==> config.mk <==
export PLATFORM = sky130hd
export DESIGN_NAME = lane_selector_pipe
export DESIGN_NICKNAME = d
export VERILOG_FILES = /design/src/rtl/lane_sel_pkg.sv /design/src/rtl/lane_hdr_decode.sv /design/src/rtl/lane_selector_pipe.sv
export SDC_FILE = /design/constraint.sdc
export NUM_CORES = 1
export LEC_CHECK = 0
export ABC_AREA = 0
export BUFFER_PORTS_ARGS = -buffer_cell sky130_fd_sc_hd__buf_4
export CELL_PAD_IN_SITES_DETAIL_PLACEMENT = 1
export CELL_PAD_IN_SITES_GLOBAL_PLACEMENT = 1
export CORE_AREA = 4 4 165 87
export CTS_CLUSTER_SIZE = 20
export DETAILED_ROUTE_END_ITERATION = 12
export DIE_AREA = 0 0 169 91
export PLACE_DENSITY = 0.72
export SLEW_MARGIN = 0
export SYNTH_ARGS = -nofsm -noshare
export SYNTH_HDL_FRONTEND = slang
export SYNTH_SLANG_ARGS = --single-unit
==> constraint.sdc <==
create_clock -name clk -period 1.9 [get_ports clk]
set_input_delay 0.19 -clock clk [delete_from_list [all_inputs] [get_ports clk]]
set_output_delay 0.19 -clock clk [all_outputs]
set_load 0.01 [all_outputs]
==> src/rtl/lane_sel_pkg.sv <==
`default_nettype none
// +-------------------------------------------------------------------+
// | lane_sel_pkg : shared FSM state type and tag match constant       |
// | Revision 1.0                                                      |
// +-------------------------------------------------------------------+
package lane_sel_pkg;

  typedef enum logic [0:0] {
    ST_IDLE  = 1'b0,
    ST_FRAME = 1'b1
  } state_t;

  // Wide enough for any supported tag; decoders slice off TAG_W bits.
  localparam int                   TAG_MAX_W    = 32;
  localparam logic [TAG_MAX_W-1:0] TAG_ALL_ONES = '1;

endpackage
`default_nettype wire

==> src/rtl/lane_hdr_decode.sv <==
`default_nettype none
// +-------------------------------------------------------------------+
// | lane_hdr_decode : per-lane tag hit and zero-length (eof) detect   |
// | Revision 1.0                                                      |
// +-------------------------------------------------------------------+
module lane_hdr_decode
  import lane_sel_pkg::*;
#(
  parameter int LANE_W = 64,
  parameter int TAG_W  = 3,
  parameter int LEN_W  = 5
) (
  input  logic [LANE_W-1:0] lane,
  output logic              hit,
  output logic              eof_hit
);

  logic [TAG_W-1:0] tag;
  logic [LEN_W-1:0] len;
  logic             unused_payload;

  assign tag            = lane[LANE_W-1 -: TAG_W];
  assign len            = lane[LANE_W-TAG_W-1 -: LEN_W];
  assign unused_payload = ^lane[LANE_W-TAG_W-LEN_W-1:0];

  assign hit     = (tag == TAG_ALL_ONES[TAG_W-1:0]);
  assign eof_hit = hit && (len == '0);

endmodule
`default_nettype wire

==> src/rtl/lane_selector_pipe.sv <==
`default_nettype none
// +-------------------------------------------------------------------+
// | lane_selector_pipe : lane header scan with frame tracking         |
// | Optional macro LANE_SELECTOR_STATS_EN adds frame_total counter.   |
// | Revision 1.0                                                      |
// +-------------------------------------------------------------------+
module lane_selector_pipe
  import lane_sel_pkg::*;
#(
  parameter int LANES  = 4,
  parameter int LANE_W = 64,
  parameter int TAG_W  = 3,
  parameter int LEN_W  = 5,
  parameter int FLEN_W = 16
) (
  input  logic                         clk,
  input  logic                         rst,
  input  logic                         in_valid,
  output logic                         in_ready,
  input  logic [LANES*LANE_W-1:0]      in_data,
  output logic                         out_valid,
  input  logic                         out_ready,
  output logic [LANES-1:0]             found,
  output logic [$clog2(LANES+1)-1:0]   hit_cnt,
  output logic [$clog2(LANES)-1:0]     first_idx,
  output logic                         eof,
`ifdef LANE_SELECTOR_STATS_EN
  output logic [FLEN_W-1:0]            frame_len,
  output logic [31:0]                  frame_total
`else
  output logic [FLEN_W-1:0]            frame_len
`endif
);

  localparam int               CNT_W    = $clog2(LANES+1);
  localparam int               IDX_W    = $clog2(LANES);
  localparam logic [FLEN_W-1:0] FLEN_MAX = '1;

  logic [LANES-1:0]  hit_vec;
  logic [LANES-1:0]  eof_vec;
  logic              accept;
  logic [CNT_W-1:0]  cnt_nxt;
  logic [IDX_W-1:0]  idx_nxt;
  logic              eof_nxt;

  state_t            state;
  state_t            state_nxt;
  logic [FLEN_W-1:0] word_cnt;
  logic [FLEN_W-1:0] word_cnt_nxt;
  logic [FLEN_W-1:0] cnt_inc;
  logic [FLEN_W-1:0] flen_nxt;

  // Vector bit LANES-1-i belongs to lane i, matching the in_data layout.
  for (genvar i = 0; i < LANES; i++) begin : g_lane
    lane_hdr_decode #(
      .LANE_W (LANE_W),
      .TAG_W  (TAG_W),
      .LEN_W  (LEN_W)
    ) u_dec (
      .lane    (in_data[(LANES-1-i)*LANE_W +: LANE_W]),
      .hit     (hit_vec[LANES-1-i]),
      .eof_hit (eof_vec[LANES-1-i])
    );
  end

  assign in_ready = !out_valid || out_ready;
  assign accept   = in_valid && in_ready;
  assign eof_nxt  = |eof_vec;

  // Walk from the highest lane down so the lowest-numbered hit wins.
  always_comb begin
    cnt_nxt = '0;
    idx_nxt = '0;
    for (int i = LANES-1; i >= 0; i--) begin
      if (hit_vec[LANES-1-i]) begin
        cnt_nxt = cnt_nxt + CNT_W'(1);
        idx_nxt = IDX_W'(i);
      end
    end
  end

  assign cnt_inc = (word_cnt == FLEN_MAX) ? FLEN_MAX : word_cnt + FLEN_W'(1);

  always_comb begin
    state_nxt    = state;
    word_cnt_nxt = word_cnt;
    flen_nxt     = '0;
    if (accept) begin
      case (state)
        ST_IDLE: begin
          if (eof_nxt) begin
            flen_nxt = FLEN_W'(1);
          end else if (|hit_vec) begin
            state_nxt    = ST_FRAME;
            word_cnt_nxt = FLEN_W'(1);
          end
        end
        ST_FRAME: begin
          // Hits after the eof lane never reopen a frame.
          if (eof_nxt) begin
            flen_nxt     = cnt_inc;
            state_nxt    = ST_IDLE;
            word_cnt_nxt = '0;
          end else begin
            word_cnt_nxt = cnt_inc;
          end
        end
        default: begin
          state_nxt    = ST_IDLE;
          word_cnt_nxt = '0;
        end
      endcase
    end
  end

  always_ff @(posedge clk or posedge rst) begin
    if (rst) begin
      state    <= ST_IDLE;
      word_cnt <= '0;
    end else begin
      state    <= state_nxt;
      word_cnt <= word_cnt_nxt;
    end
  end

  always_ff @(posedge clk or posedge rst) begin
    if (rst) begin
      out_valid <= 1'b0;
      found     <= '0;
      hit_cnt   <= '0;
      first_idx <= '0;
      eof       <= 1'b0;
      frame_len <= '0;
    end else if (accept) begin
      out_valid <= 1'b1;
      found     <= hit_vec;
      hit_cnt   <= cnt_nxt;
      first_idx <= idx_nxt;
      eof       <= eof_nxt;
      frame_len <= flen_nxt;
    end else if (out_ready) begin
      out_valid <= 1'b0;
    end
  end

`ifdef LANE_SELECTOR_STATS_EN
  always_ff @(posedge clk or posedge rst) begin
    if (rst) begin
      frame_total <= '0;
    end else if (accept && eof_nxt) begin
      frame_total <= frame_total + 32'd1;
    end
  end
`else
`endif

endmodule
`default_nettype wire
Yosys cells after proc, flatten, opt, wreduce, memory -nomap -nowiden
Index checks and enable logic that the tools add are counted.

storage, ports and cells
  flip-flop bits (word level) = 44
  input bits = 260
  logic and storage cells = 57

cells by class
  $add $sub $neg = 4
  eq/ne operators = 7
  muxes and demuxes = 22
  bitwise logic cells = 1
  reductions and logical operators = 15

operators with widths
  cell                     count
  $mux W16                 5
  $pmux W16 S2             2
  $logic_not A5 Y1         4
  $add A16 B1 Y16 const B  1
  $eq A16 B16 Y1 const B   1
  $eq A3 B3 Y1 const B     4
  $add A3 B1 Y3 const B    3
  $mux W3                  3
  $mux W2                  4
  $reduce_or A4 Y1         2
  $mux W1                  7
  $logic_and A1 B1 Y1      5
  $ne A2 B2 Y1 const B     2
  $reduce_and A3 Y1        1
  $pmux W1 S2              1
  $reduce_bool A2 Y1       1
  $logic_not A1 Y1         1
  $logic_or A1 B1 Y1       1
  $not A1 Y1               1

Longest topological paths before layout
Gate-level depths: netlist of run 1.

  depth in word-level cells = 8
  mapped depth = 9

Cells and area by module
A second synthesis of run 1 with hierarchy kept.

unflattened totals
  cells, all modules = 296
  area, all modules = 2587.5 sq um

modules (own cells, without submodules)
  module              instances  cells each  area an instance (sq um)
  lane_selector_pipe  1          280         2482.4
  lane_hdr_decode     4          4           26.3

Worst setup path before layout of run 1
No wires, ideal clock.

  path kind = reg-to-reg
  from = reg word_cnt[0]
  to = reg word_cnt[0]
  arrival time = 1836 ps
  required time = 1821 ps
  setup slack = -15 ps
  cell stages (with the launch flop) = 9
  cell sequence = dfrtp_1 > ha_1 > and4_1 > nand2_2 > or3_1 > buf_2 > buf_6 > a21oi_2 > a2bb2oi_1

on the way
  cells in the longest elaborated chain, start to end = 4

ends and longest elaborated chain
  item                                               RTL line                   RTL
  start, declared                                    lane_selector_pipe.sv:48   logic [FLEN_W-1:0] word_cnt;
  start signal, assigned                             lane_selector_pipe.sv:122  word_cnt <= word_cnt_nxt;
  $add A16 B1 Y16 or $eq A16 B16 Y1 (tied branches)  lane_selector_pipe.sv:82   assign cnt_inc = (word_cnt == FLEN_MAX) ? FLEN_MAX : word_cnt + FLEN_W'(1);
  $mux W16 *                                         lane_selector_pipe.sv:82
  $mux W16 *                                         lane_selector_pipe.sv:100  if (eof_nxt) begin
  $pmux W16 S2 *                                     lane_selector_pipe.sv:89   case (state)

Every way passes the cells marked *; elsewhere a longest branch is shown, timed or not.
A chain may end at the register's enable or synchronous reset.

Worst setup path after layout of run 1
  from = reg word_cnt[0]
  to = reg word_cnt[15]

Same word-level chain as after synthesis.

==> flow_summary.toml, run 1 <==
[status]
outcome = "finished, final reports clean"

[timing]
maxSlewHeadroom = 0.5916
worst_slew_pin_slew_ps = 611.9
slew_viol_final = 0
fin_skew_ps = 6.417
finalSetupViolCount = 0
final.setup.tns_ps = 0
rsz0062_at_grt = "false"
fmax_ghz = 0.5420
finalCritPeriodShare = 0.9711
fin_crit_ps = 1845
setup_ws_ps = 55.00
hold_viol = 0

[grt]
antenna_found_initial = 0
grt_pass1_vias = 2417
grt-ovfl-total = 0
grt_pass1_wl_um = 12530
grt_max_degree = 45
grt_use_total = 0.09837

[die]
coreArea_um2 = 12660
die-area_um2 = 15380
initial_core_util = 0.1913
rows = 29
die_h_um = 91
die_w_um = 169
ios = 288

[detailed_routing]
drt-initial-drc-count = 87
dr_wl_met2_um = 3880
m1WireLength_um = 3653
viasPerCell = 4.556
topRoutingLayerUsed = "met4"
num_vias = 2287
met3WireLength_um = 94
wl_per_cell_um = 15.33
ant_nets = 0
drcViolationCount = 0
first_pass_iters = 4
wl_um = 7694

[clock_tree]
clockRootBuffer = "clkbuf_16"
cts_sinks = 44
htreeDepth = 2
cts.path.max_buffers = 2
clk_pin_slew_ps = 60
cts.repair.resized = 0
cts_hold_buf = 0
post-cts-setup-buffers = 0
cts_tree = "yes"
cts_made_buffers = 5
clk_latency_ps = 290

[synth]
synthFlopType = "dfrtp_1"
synth_top_area_frac = 0.4545
synth_seq_cells = 44
seq_area_frac_synth = 0.4545
synth_most_common_cell = "dfrtp_1"
syn_inst = 243
synth.yosys.warnings = 0
yosysTopAreaCell = "dfrtp_1"
yosysUniqueCellTypes = 46
synth.avg_cell_area_um2 = 9.968
synth_edf_count = 0
synth_commonest_cells = "44 x dfrtp_1, 33 x nand2_1, 16 x a22o_1, 16 x nand3_1, 14 x o21ai_0"
synth_nets = 509
syn-cell-area_um2 = 2422
synth-async-reset-ratio = 1.000
netlist_top_cells_area = "dfrtp_1 45%, a22o_1 5.8%, nand2_1 5.1%, a221o_1 3.3%, nand3_1 3.3%"

[critical_path]
crit_type = "reg2reg"
required_ps = 2070
end_kind = "flop"
crit_fanout = 4
arrival_ps = 2010
setup.worst_path.start_class = "flop"

[placement]
port_buffers = 63
dp_slack_ps = -63.95
dp_hpwl_um = 5800
gp_congestion = 0.7714

[final_layout]
fin_nets = 597
drive_gt1_frac = 0.3705
syn2layout_area_growth_pct = 42.92
diodes = 0

[job]
cap_violations = 0

[min_path]
min_path_type = "in2async"

[power]
peakVddDrop_mv = 0.3723
p_leak_nw = 1.622
powerDensity_nw_per_um2 = 824.5
## registers in the layout, summed over array words and instances (netlist names)
signal,cells
frame_len,16
word_cnt,16
found,4
hit_cnt,3
first_idx,2
eof,1
out_valid,1
state,1
## layout make-up
cell class                      count  area [um2]
Fill cell                        1455        9201
Clock inverter                      3       18.77
Tap cell                          170       212.7
Inverter                            6       22.52
Sequential cell                    44        1101
Multi-Input combinational cell    182        1254
Timing Repair Buffer               92       728.2
Clock buffer                        5       125.1
## routing by layer
metal,vias to the layer above,GRT usage
met5,-,0
met4,0,0.02344
met3,4,0.01345
met2,17,0.1695
met1,1180,0.1316
li1,1086,-
## logic make-up (layout without fill, tap and decap cells)
group / Yosys count / after routing / synth area share
mux: 1 / 1 / 0.004132
buf+inv: 17 / 106 / 0.03925
flops: 44 / 44 / 0.4545
xor+xnor: 9 / 9 / 0.03254
compound gates: 58 / 58 / 0.1942
fa+ha+maj: 6 / 6 / 0.03099
simple gates: 108 / 108 / 0.2443
## cell usage in the layout, fill, tap and decap left out, types with 4 or more instances in the layout
cell / n
buf_4: 89
dfrtp_1: 44
nand2_1: 33
a22o_1: 16
nand3_1: 15
o21ai_0: 14
nor3_1: 10
a221o_1: 8
nand4_1: 7
and3_1: 6
nand2b_1: 5
inv_1: 5
or2_2: 5
xor2_1: 5
ha_1: 5
clkbuf_16: 5
and2_1: 4
xnor2_1: 4
a32o_1: 4
## stage by stage
step | utilization | hold WS, ps | cell area [um2] | instances | total power, mW
after floorplan | - | 298.4 | 2425 | 243 | 1.606
after global placement | 0.2601 | 379.0 | 3293 | 494 | 1.970
after detailed placement | 0.2601 | 382.1 | 3293 | 494 | 2.010
after CTS | 0.2714 | 77.02 | 3437 | 502 | 2.878
after global routing | 0.2734 | 104.9 | 3462 | 502 | 3.026
final | 0.2734 | 62.16 | 3462 | 502 | 2.855
## final timing paths
| path | start | to | slack, ps | depth (start not counted) |
|---|---|---|---|---|
| min in group clk | in_valid | out_valid | 150 | 2 |
| min reg2reg | hit_cnt[0] | hit_cnt[0] | 480 | 2 |
| min | rst | frame_len[5] | 60 | 3 |
| max in group asynchronous | rst | word_cnt[3] | 1440 | 3 |
| max reg2reg | word_cnt[0] | word_cnt[15] | 60 | 6 |
| max | word_cnt[0] | word_cnt[15] | 60 | 6 |
## report_power, final
group | internal, mW | switching [mW]
Sequential | 1.04 | 0.0901
Combinational | 0.428 | 0.447
Clock | 0.485 | 0.368
## critical path, cell delays in order (launching register included)
cell	delay (ps)
dfrtp_1	400
buf_4	160
and4_1	210
and2_0	210
and3_1	210
a31o_2	250
a221o_1	290
Power figures use the tool's default switching activity.
==> inputs of run 2 (changes only) <==
- ABC_AREA: 0 -> 1
- CORE_AREA: 4 4 165 87 -> 2 2 119 121
- DIE_AREA: 0 0 169 91 -> 0 0 121 123
- PLACE_DENSITY: 0.72 -> 0.73
==> flow_summary.toml, run 2 <==
[timing]
worst_slew_pin_slew_ps = 579.4
fin_skew_ps = 7.862
maxSlewHeadroom = 0.6137
fmax_ghz = 0.6017
slew_viol_final = 0
rsz0062_at_grt = "false"
hold_viol = 0
finalCritPeriodShare = 0.8747
final.setup.tns_ps = 0
fin_crit_ps = 1662
holdWs_ps = 61.30
finalSetupViolCount = 0

[clock_tree]
cts_sinks = 44
clk_pin_slew_ps = 70
post-cts-setup-buffers = 0
clockRootBuffer = "clkbuf_16"
cts.repair.resized = 0
clk_latency_ps = 290
cts_hold_buf = 0
cts_tree = "yes"
cts_made_buffers = 5
htreeDepth = 2
cts.path.max_buffers = 2

[grt]
antenna_found_initial = 0
grt_pass1_vias = 2765
grt-ovfl-total = 0
grt_use_total = 0.1056
grt_pass1_wl_um = 12610
grt_max_degree = 45

[critical_path]
required_ps = 2130
setup.worst_path.start_class = "flop"
crit_type = "reg2reg"
crit_fanout = 6
end_kind = "flop"
arrival_ps = 1890

[job]
cap_violations = 0

[synth]
synthFlopType = "dfrtp_1"
synth.yosys.warnings = 0
netlist_top_cells_area = "dfrtp_1 43%, nand2_1 20%, nand3_1 6.3%, nor2_1 4.1%, inv_1 3.2%"
synth_nets = 602
seq_area_frac_synth = 0.4318
synth.avg_cell_area_um2 = 7.589
synth_commonest_cells = "135 x nand2_1, 44 x dfrtp_1, 32 x nand3_1"
synth_top_area_frac = 0.4318
yosysTopAreaCell = "dfrtp_1"
yosysUniqueCellTypes = 31
synth-async-reset-ratio = 1.000
syn-cell-area_um2 = 2550
synth_edf_count = 0
synth_seq_cells = 44
syn_inst = 336
synth_most_common_cell = "nand2_1"

[status]
outcome = "finished, final reports clean"

[final_layout]
reg_top3 = "frame_len (16), word_cnt (16), found (4)"
seq_area_um2 = 1101
mostFrequentLayoutCells = "135 x nand2_1, 68 x buf_4, 44 x dfrtp_1"
fillers = 1648
syn2layout_area_growth_pct = 33.02
fin_nets = 670
diodes = 0
drive_gt1_frac = 0.2543
final_common_cell = "nand2_1"
multi_input_area_um2 = 1297

[min_path]
min_path_type = "in2async"

[placement]
port_buffers = 63
dp_hpwl_um = 5474
gp_congestion = 0.8315

[die]
initial_core_util = 0.1873
die_h_um = 123
rows = 43
coreArea_um2 = 13610
die-area_um2 = 14880
die_w_um = 121
ios = 288

[power]
p_leak_nw = 1.803
powerDensity_nw_per_um2 = 685.6
peakVddDrop_mv = 0.3531

[detailed_routing]
met3WireLength_um = 410
viasPerCell = 4.123
num_vias = 2412
wl_um = 7118
dr_wl_met2_um = 3299
wl_per_cell_um = 12.17
topRoutingLayerUsed = "met4"
drcViolationCount = 0
first_pass_iters = 4
ant_nets = 0
m1WireLength_um = 3248
drt-initial-drc-count = 62
## run 2: logic make-up after synthesis
group	count (synthesis)	share of synthesized area
compound gates	21	0.04760
buf+inv	35	0.05937
flops	44	0.4318
simple gates	226	0.4181
xor+xnor	4	0.01374
fa+ha+maj	6	0.02944
## run 2: per-stage QoR
stage	setup WS, ps	utilization	total power, mW	instances	instance area (um2)
CTS	227.7	0.2492	2.366	585	3392
floorplan	151.4	-	1.295	336	2550
finish	238.1	0.2492	2.325	585	3392
detailed placement	-10.57	0.2382	1.462	577	3242
global route	71.16	0.2492	2.467	585	3392
global placement	46.94	0.2382	1.442	577	3242
## run 2: routing by layer
layer  vias up  track usage
met4         0      0.04433
met2        69       0.1829
met5         -            0
met3        12      0.02629
li1       1195            -
met1      1136       0.1245
## run 2: report_power, final
group / total [mW] / internal (mW) / switching (mW)
Combinational: 0.393 / 0.169 / 0.225
Clock: 0.885 / 0.524 / 0.361
Sequential: 1.05 / 0.995 / 0.0520
## run 2: worst paths after layout
path                              startpoint            end  slack (ps)  cells after the start
worst min register to register  frame_len[1]   frame_len[1]         480                      2
worst max-delay path             word_cnt[0]  frame_len[13]         240                      9
min in group clk                    in_valid      out_valid         130                      3
worst min-delay path                     rst       found[1]          60                      3
worst max register to register   word_cnt[0]  frame_len[13]         240                      9
max in group asynchronous                rst    word_cnt[5]        1440                      3
## run 2: cell type report
type,instances,share of cell area
Multi-Input combinational cell,257,0.3825
Tap cell,180,0.06640
Clock inverter,1,0.002213
Clock buffer,7,0.04205
Sequential cell,44,0.3246
Timing Repair Buffer,68,0.1505
Inverter,28,0.03172
## run 2: worst max-delay path, cell delays in order (launching register included)
cell and delay, ps:
dfrtp_1 420, ha_1 190, nand2_1 130, nor2_4 170
nand2_4 100, nor2_8 130, nand3_2 160, nand3b_1 160
nand2_1 70, nand2_1 70
